### config.mk
export PLATFORM = sky130hd
export DESIGN_NAME = vmul_lane_sched
export DESIGN_NICKNAME = d
export VERILOG_FILES = /design/src/rtl/vmul_lane_sched.sv
export SDC_FILE = /design/constraint.sdc
export NUM_CORES = 2
export LEC_CHECK = 0
export ABC_AREA = 1
export CAP_MARGIN = 20
export CORE_AREA = 2 2 781 783
export DETAILED_ROUTE_END_ITERATION = 12
export DIE_AREA = 0 0 783 785
export SLEW_MARGIN = 25
export SYNTH_ARGS = -nofsm -noshare
export SYNTH_HDL_FRONTEND = slang
export SYNTH_SLANG_ARGS = --single-unit
export TNS_END_PERCENT = 100
### constraint.sdc
create_clock -name clk -period 2.8 [get_ports clk]
set_input_delay 0.56 -clock clk [delete_from_list [all_inputs] [get_ports clk]]
set_output_delay 0.56 -clock clk [all_outputs]
set_load 0.01 [all_outputs]
### src/rtl/vmul_lane_sched.sv
// Vector multiply lane scheduler: folds NUMLANES-wide instructions onto NUMMULLANES
// multiplier slices, one active group per cycle, and reassembles the results.
module vmul_lane_sched #(
    parameter int NUMLANES    = 16,
    parameter int NUMMULLANES = 4,
    parameter int WIDTH       = 32,
    parameter int REGIDWIDTH  = 4,
    parameter int MULLAT      = 2
) (
    input  logic                          clk,
    input  logic                          resetn,
    input  logic                          in_valid,
    output logic                          in_ready,
    input  logic [4:0]                    in_op,
    input  logic [NUMLANES-1:0]           in_mask,
    input  logic [REGIDWIDTH-1:0]         in_dst,
    input  logic                          in_dst_we,
    input  logic [NUMLANES*WIDTH-1:0]     opA,
    input  logic [NUMLANES*WIDTH-1:0]     opB,
    output logic                          mul_valid,
    output logic [4:0]                    mul_op,
    output logic [NUMMULLANES*WIDTH-1:0]  mul_opA,
    output logic [NUMMULLANES*WIDTH-1:0]  mul_opB,
    input  logic [NUMMULLANES*WIDTH-1:0]  mul_result,
    output logic                          out_valid,
    input  logic                          out_ready,
    output logic [NUMLANES*WIDTH-1:0]     result,
    output logic [REGIDWIDTH-1:0]         out_dst,
    output logic                          out_dst_we,
    output logic [NUMLANES-1:0]           out_mask,
    input  logic                          squash,
    output logic                          busy
);

    // state | meaning
    // IDLE  | waiting for an instruction, in_ready high
    // ISSUE | sending one active group per cycle to the multiplier
    // DRAIN | all groups issued, waiting for in-flight results
    // OUT   | result held on the writeback port until out_ready

    localparam int NUMGROUPS = NUMLANES / NUMMULLANES;
    localparam int GIW       = (NUMGROUPS > 1) ? $clog2(NUMGROUPS) : 1;
    localparam int GW        = NUMMULLANES * WIDTH;
    localparam logic [MULLAT-1:0] PIPE_LAST = MULLAT'(1) << (MULLAT - 1);

    typedef enum logic [1:0] {S_IDLE, S_ISSUE, S_DRAIN, S_OUT} state_t;

    state_t                            state_q, state_d;
    logic [4:0]                        op_q, hold_op;
    logic [NUMLANES-1:0]               mask_q;
    logic [REGIDWIDTH-1:0]             dst_q;
    logic                              dst_we_q;
    logic [NUMGROUPS-1:0][GW-1:0]      opa_q, opb_q, res_q;
    logic [GW-1:0]                     hold_a, hold_b;
    logic [NUMGROUPS-1:0]              pend_q, pend_after, act_in;
    logic [MULLAT-1:0]                 pipe_v;
    logic [MULLAT-1:0][GIW-1:0]        pipe_g;
    logic [GIW-1:0]                    issue_idx;
    logic                              issuing, accept;

    assign issuing   = (state_q == S_ISSUE);
    assign in_ready  = (state_q == S_IDLE) && !squash;
    assign accept    = in_valid && in_ready;
    assign busy      = (state_q != S_IDLE);
    assign out_valid = (state_q == S_OUT) && !squash;
    assign mul_valid = issuing;
    assign mul_op    = issuing ? op_q : hold_op;
    assign mul_opA   = issuing ? opa_q[issue_idx] : hold_a;
    assign mul_opB   = issuing ? opb_q[issue_idx] : hold_b;
    assign result     = res_q;
    assign out_dst    = dst_q;
    assign out_mask   = mask_q;
    assign out_dst_we = dst_we_q && (|mask_q);

    always_comb begin
        act_in = '0;
        for (int g = 0; g < NUMGROUPS; g++) begin
            act_in[g] = |in_mask[g*NUMMULLANES +: NUMMULLANES];
        end
    end

    // Lowest pending group issues next, so skipped groups cost no cycle.
    always_comb begin
        issue_idx = '0;
        for (int g = NUMGROUPS - 1; g >= 0; g--) begin
            if (pend_q[g]) issue_idx = GIW'(g);
        end
        pend_after = pend_q;
        pend_after[issue_idx] = 1'b0;
    end

    always_comb begin
        state_d = state_q;
        if (squash) begin
            state_d = S_IDLE;
        end else begin
            case (state_q)
                S_IDLE:  if (accept) state_d = (|act_in) ? S_ISSUE : S_OUT;
                S_ISSUE: if (pend_after == '0) state_d = S_DRAIN;
                S_DRAIN: if (pipe_v == PIPE_LAST) state_d = S_OUT;
                S_OUT:   if (out_ready) state_d = S_IDLE;
                default: state_d = S_IDLE;
            endcase
        end
    end

    always_ff @(posedge clk or negedge resetn) begin
        if (!resetn) state_q <= S_IDLE;
        else         state_q <= state_d;
    end

    always_ff @(posedge clk or negedge resetn) begin
        if (!resetn) begin
            op_q     <= '0;
            mask_q   <= '0;
            dst_q    <= '0;
            dst_we_q <= 1'b0;
            opa_q    <= '0;
            opb_q    <= '0;
            res_q    <= '0;
            pend_q   <= '0;
            pipe_v   <= '0;
            pipe_g   <= '0;
            hold_op  <= '0;
            hold_a   <= '0;
            hold_b   <= '0;
        end else begin
            if (accept) begin
                op_q     <= in_op;
                mask_q   <= in_mask;
                dst_q    <= in_dst;
                dst_we_q <= in_dst_we;
                opa_q    <= opA;
                opb_q    <= opB;
                res_q    <= '0;
                pend_q   <= act_in;
            end else if (squash) begin
                pend_q <= '0;
            end else if (issuing) begin
                pend_q <= pend_after;
            end

            if (issuing) begin
                hold_op <= op_q;
                hold_a  <= opa_q[issue_idx];
                hold_b  <= opb_q[issue_idx];
            end

            // Stage MULLAT-1 lines up with mul_result of the matching issue.
            if (squash) begin
                pipe_v <= '0;
            end else begin
                for (int s = MULLAT - 1; s > 0; s--) begin
                    pipe_v[s] <= pipe_v[s-1];
                    pipe_g[s] <= pipe_g[s-1];
                end
                pipe_v[0] <= issuing;
                pipe_g[0] <= issue_idx;
                if (pipe_v[MULLAT-1]) res_q[pipe_g[MULLAT-1]] <= mul_result;
            end
        end
    end

endmodule

# == After elaboration in Yosys (flattened, before gate mapping) ==
# Cells that the tools add are included.
# word_totals
input_bits,1183
output_inout_bits,798
wordCells,86
regBits,1835
# op_classes
bitwise_logic,2
eq_ne,8
reduce_logical,18
n_mux,30
n_lt_le_gt_ge,4
# op_table
op,n
$mux 512,3
$mux 128,5
$bmux 128 s2,2
$bwmux 512,1
$demux 128 s2,1
$reduce_or 16->1,2
$mux 2,11
$reduce_or 4->1,4
$mux 4,3
$ne 3x3->1 const B,3
$pmux 2 s4,1
$eq 2x2->1 const B,3
$logic_and 1x1->1,6
$lt 2x3->1 const B,2
$mux 5,1
$and 4x4->4,1
$ge 2x1->1 const B,2
$logic_not 4->1,1
$not 4->4,1
$reduce_and 4->1,1
$ne 3x2->1 const B,1
$reduce_bool 3->1,1
$demux 1 s2,1
$eq 2x1->1 const B,1
4 further kinds,4

# == Longest topological paths before layout ==
# logic_depth
word_depth,14
ltp_mapped,11
depth_no_buf,10

# == Worst setup path before layout ==
# No wires, ideal clock.
# synth_timing
kind,register to output
from,register state_q[1]
to,output port mul_opA[100]
setup_slack_ns,0.420
arrival_ns,1.820
stages_incl_launch_ff,8
path_buffers,3
cell_sequence,dfrtp_1 -> inv_1 -> ha_1 -> buf_2 -> clkbuf_1 -> clkbuf_1 -> nor2_1 -> a21oi_1
# synth_via
elab_chain_len,2
# synth_lines
element,line_no,text
from (decl),48,"state_t state_q, state_d;"
from (signal assigned),109,else state_q <= state_d;
$eq 2x1->1,61,assign issuing = (state_q == S_ISSUE);
net mul_valid,20,"output logic mul_valid,"
$mux 128,68,assign mul_opA = issuing ? opa_q[issue_idx] : hold_a;
to (decl),22,"output logic [NUMMULLANES*WIDTH-1:0] mul_opA,"
# The timed path passes the listed nets, and every way through them passes these cells.

# == Final worst setup path ==
# layout_timing
from,register pend_q[2]
to,output port mul_opB[59]
# layout_via
elab_chain_len,6
# layout_lines
element,line_no,text
from (decl),55,"logic [NUMGROUPS-1:0] pend_q, pend_after, act_in;"
from (signal assigned),136,pend_q <= act_in;
from (signal assigned),140,pend_q <= pend_after;
$mux 2 (3 in a row),86,if (pend_q[g]) issue_idx = GIW'(g);
$bmux 128 s2,69,assign mul_opB = issuing ? opb_q[issue_idx] : hold_b;
$mux 128 (not written as such),69,
$mux 128,69,
to (decl),23,"output logic [NUMMULLANES*WIDTH-1:0] mul_opB,"
# No other way between the ends. The select of a mux whose other input is x is not followed.

==> run_results.csv <==
group,metric,value,unit
sta,final_max_slew_viol_count,0,
sta,min_period,3.68,ns
synth,synth_enable_flop_cells,0,
sta,maxSlewHeadroom,43.8,%
grt,grt_max_degree,102,
worst_hold_path,worstHoldPathType,"in2reg",
layout,drive_above_1_share,20.8,%
sta,setup_viol,266,
synth,ys_seq_area_share,59.2,%
cts,clk_pin_slew,0.07,ns
placed_design,portBuffers,1980,
pwr,pwr_density_cell,1240,nW/um^2
routing,drt_wl_total,514000,microns
floorplanning,die_h,785,microns
synth,ys_ff_latch,1835,
synth,ys_top_cells_by_count,"nand2_1 (2431), dfrtp_1 (1835), nand3_1 (1541), o21ai_0 (971), inv_1 (652)",
sta,fmax,272,MHz
layout,seqCellArea,45900,sq um
placed_design,gp_congestion,0.945,
synth,yosysTopAreaCell,"dfrtp_1",
pwr,pwr-share-comb,54.6,%
floorplanning,initial_core_util,12.8,%
routing,first_pass_iters,8,
synth,async_flop_share,100,%
synth,ys_warn_count,0,
synth,avgSynthCellArea,8.61,sq um
placed_design,hpwl,392000,microns
placed_design,dp.cells,19000,
grt,grt-ovfl-total,0,
sta,fin_setup_tns,-181.67,ns
pwr,seqPwrFrac,26.2,%
routing,drt_iter0_drc,7847,
cts,cts_root_buf,"clkbuf_16",
grt,grt_usage,15.7,%
layout,final_cell_area,131000,sq um
cts,clockBufferDepth,4,
cts,cts.sinks,1835,
synth,synth_nets,10200,
layout,post_layout_nonfiller_instances,20000,
pwr,p_leak,57.5,nW
floorplanning,die_w,783,microns
worst_setup_path,critPathLaunchType,"register",
synth,synth-main-ff-cell,"dfrtp_1",
sta,rsz0062_at_grt,"true",
cts,h-tree-depth,4,
worst_setup_path,crit_required,2.24,ns
layout,syn_to_final_growth,69.0,%
job,cap_violations,0,
placed_design,pre_cts_ws,-0.599,ns
worst_setup_path,cp.arrival,3.12,ns
cts,cts_buffers,220,
routing,post_drt_via_cell_ratio,3.96,
routing,vias,79200,
cts,cts_tree,"built",
pwr,swShare,41.8,%
worst_setup_path,critPathCaptureType,"output pin",
grt,antenna_found_initial,208,
grt,grt_pass1_wl,670000,microns
outcome,status,"finished, violations left",
pwr,p_int,94.6,mW
grt,grt_pass1_vias,77100,
placed_design,placed_cell_area,112000,sq um
layout,nNetsFinal,12800,
floorplanning,fp.coreArea,605000,sq um
pwr,p_sw,68.0,mW
layout,fillerInstances,66100,
sta,finalHoldViolCount,0,
synth,synth_area_leaders,"dfrtp_1 (59%), nand2_1 (12%), nand3_1 (10%)",
synth,netlist_area,77500,sq um
synth,synthMostInstantiatedCell,"nand2_1",
routing,ant_nets,0,
cts,clk_latency,0.95,ns
routing,drc,0,
pwr,power.share.clock,19.2,%
sta,finalClockSkew,0.0819,ns
layout,post-route-util,21.6,%
synth,ys_types,23,
floorplanning,io_pins,1981,
synth,synth_cells,8997,
sta,fin_crit_sh,131,%
sta,setup_slack,-0.876,ns
pwr,ir_drop,685,uV
routing,wl_per_cell,25.7,microns
outcome,violations,"setup timing",
worst_setup_path,critPathMaxFanout,8,
sta,worst_pin_slew,0.842,ns
sta,whs,0.140,ns
floorplanning,dieArea,615000,sq um
pwr,power,163,mW
worst_setup_path,crit_type,"reg2out",
layout,multi_input_area,30700,sq um
floorplanning,rows,286,
synth,yosysTopAreaCellShare,59.2,%
[power by group through the flow]
stage               logic (mW)  clock network, mW  registers, mW
detailed placement        65.4                  0           42.5
floorplan                 27.5                  0           41.1
finish                    88.7               31.2           42.6
global route              93.8               32.8           43.4
CTS                       78.2               31.9           42.3
global placement          65.3                  0           42.5
[layer usage]
| metal | routed length, microns | global-route usage, % | share of wire (%) | up-vias |
|---|---|---|---|---|
| met5 | 400 | 0 | 0.078 | - |
| met4 | 32700 | 8.79 | 6.4 | 60 |
| met3 | 49500 | 5.17 | 9.6 | 1125 |
| met2 | 230000 | 24.5 | 45 | 4081 |
| met1 | 201000 | 19.0 | 39 | 39300 |
| li1 | - | - | - | 34600 |
[final timing paths]
check,cells after the start,to,slack (ns),from
worst max-delay path,13,mul_opB[59],-0.88,pend_q[2]
worst min-delay path,3,opb_q[291],0.14,opB[291]
min in group asynchronous,2,opa_q[327],0.35,resetn
worst min register to register,2,pipe_g[3],0.47,pipe_g[1]
worst max register to register,21,hold_b[1],-0.07,pend_q[3]
max in group asynchronous,3,opa_q[143],1.38,resetn
[logic make-up after synthesis]
kind of cell	count (synthesis)	share of synthesized area [%]
AOI/OAI and AO/OA	1294	8.39
adders and majority gates	5	0.0807
buffers and inverters	1341	7.04
DFF	1835	59.2
and+or+nand+nor	4522	25.3
[what timing repair did]
action                                 4_1_cts  5_1_grt
gates cloned                                57       37
resized for setup                         1383      960
buffers inserted                           182      168
endpoints found under the hold margin       32        0
setup endpoints to repair                  285      274
pin swaps                                  155      198
hold buffers                                 1        0
[worst max-delay path, cell delays in order, from the launching register on]
cell	delay [ns]
dfrtp_4	0.50
buf_12	0.14
nor2_4	0.15
buf_8	0.12
buf_12	0.12
buf_16	0.15
buf_12	0.14
buf_12	0.11
buf_12	0.12
nand3_2	0.07
and3_4	0.16
a21oi_2	0.13
buf_6	0.13
buf_12	0.12
[registers in the layout (all words and copies together) (netlist names)]
name and cells:
hold_a 128, opa_q 512, dst_we_q 1, state_q 2, opb_q 512, hold_b 128
pipe_v 2, result 512, out_dst 4, pipe_g 4, hold_op 5, pend_q 4
op_q 5, out_mask 16
[layout by cell type, fill, tap and decap left out, types with 4 or more instances in the layout]
cell type,instances
nand2_1,2378
dfrtp_1,1833
clkdlybuf4s50_1,1717
nand3_1,1275
o21ai_0,971
inv_1,650
buf_4,620
nor2_1,286
buf_12,257
clkbuf_16,252
buf_6,243
nand3_2,208
diode_2,176
and3_4,148
a21oi_2,133
a21oi_4,111
and3_1,107
buf_16,66
buf_2,59
nand3_4,58
o21ai_1,58
clkbuf_8,53
buf_8,46
clkinv_2,43
nand2_2,30
bufinv_16,25
nand2_4,23
clkbuf_1,23
clkinvlp_4,17
a21oi_1,15
clkbuf_2,10
bufbuf_16,6
inv_6,5
clkinv_16,5
ha_1,4
clkinv_4,4
[area by class of cell]
| cell class | instances | area share [%] |
|---|---|---|
| flip-flops and latches | 1835 | 35.1 |
| repair buffers | 3059 | 25.6 |
| multi-input cells | 5821 | 23.4 |
| well taps | 8064 | 7.70 |
| clock buffers | 298 | 4.87 |
| inverters | 656 | 1.89 |
| clock inverters | 102 | 1.05 |
| diodes | 176 | 0.336 |
(Power assumes the default switching activity.)
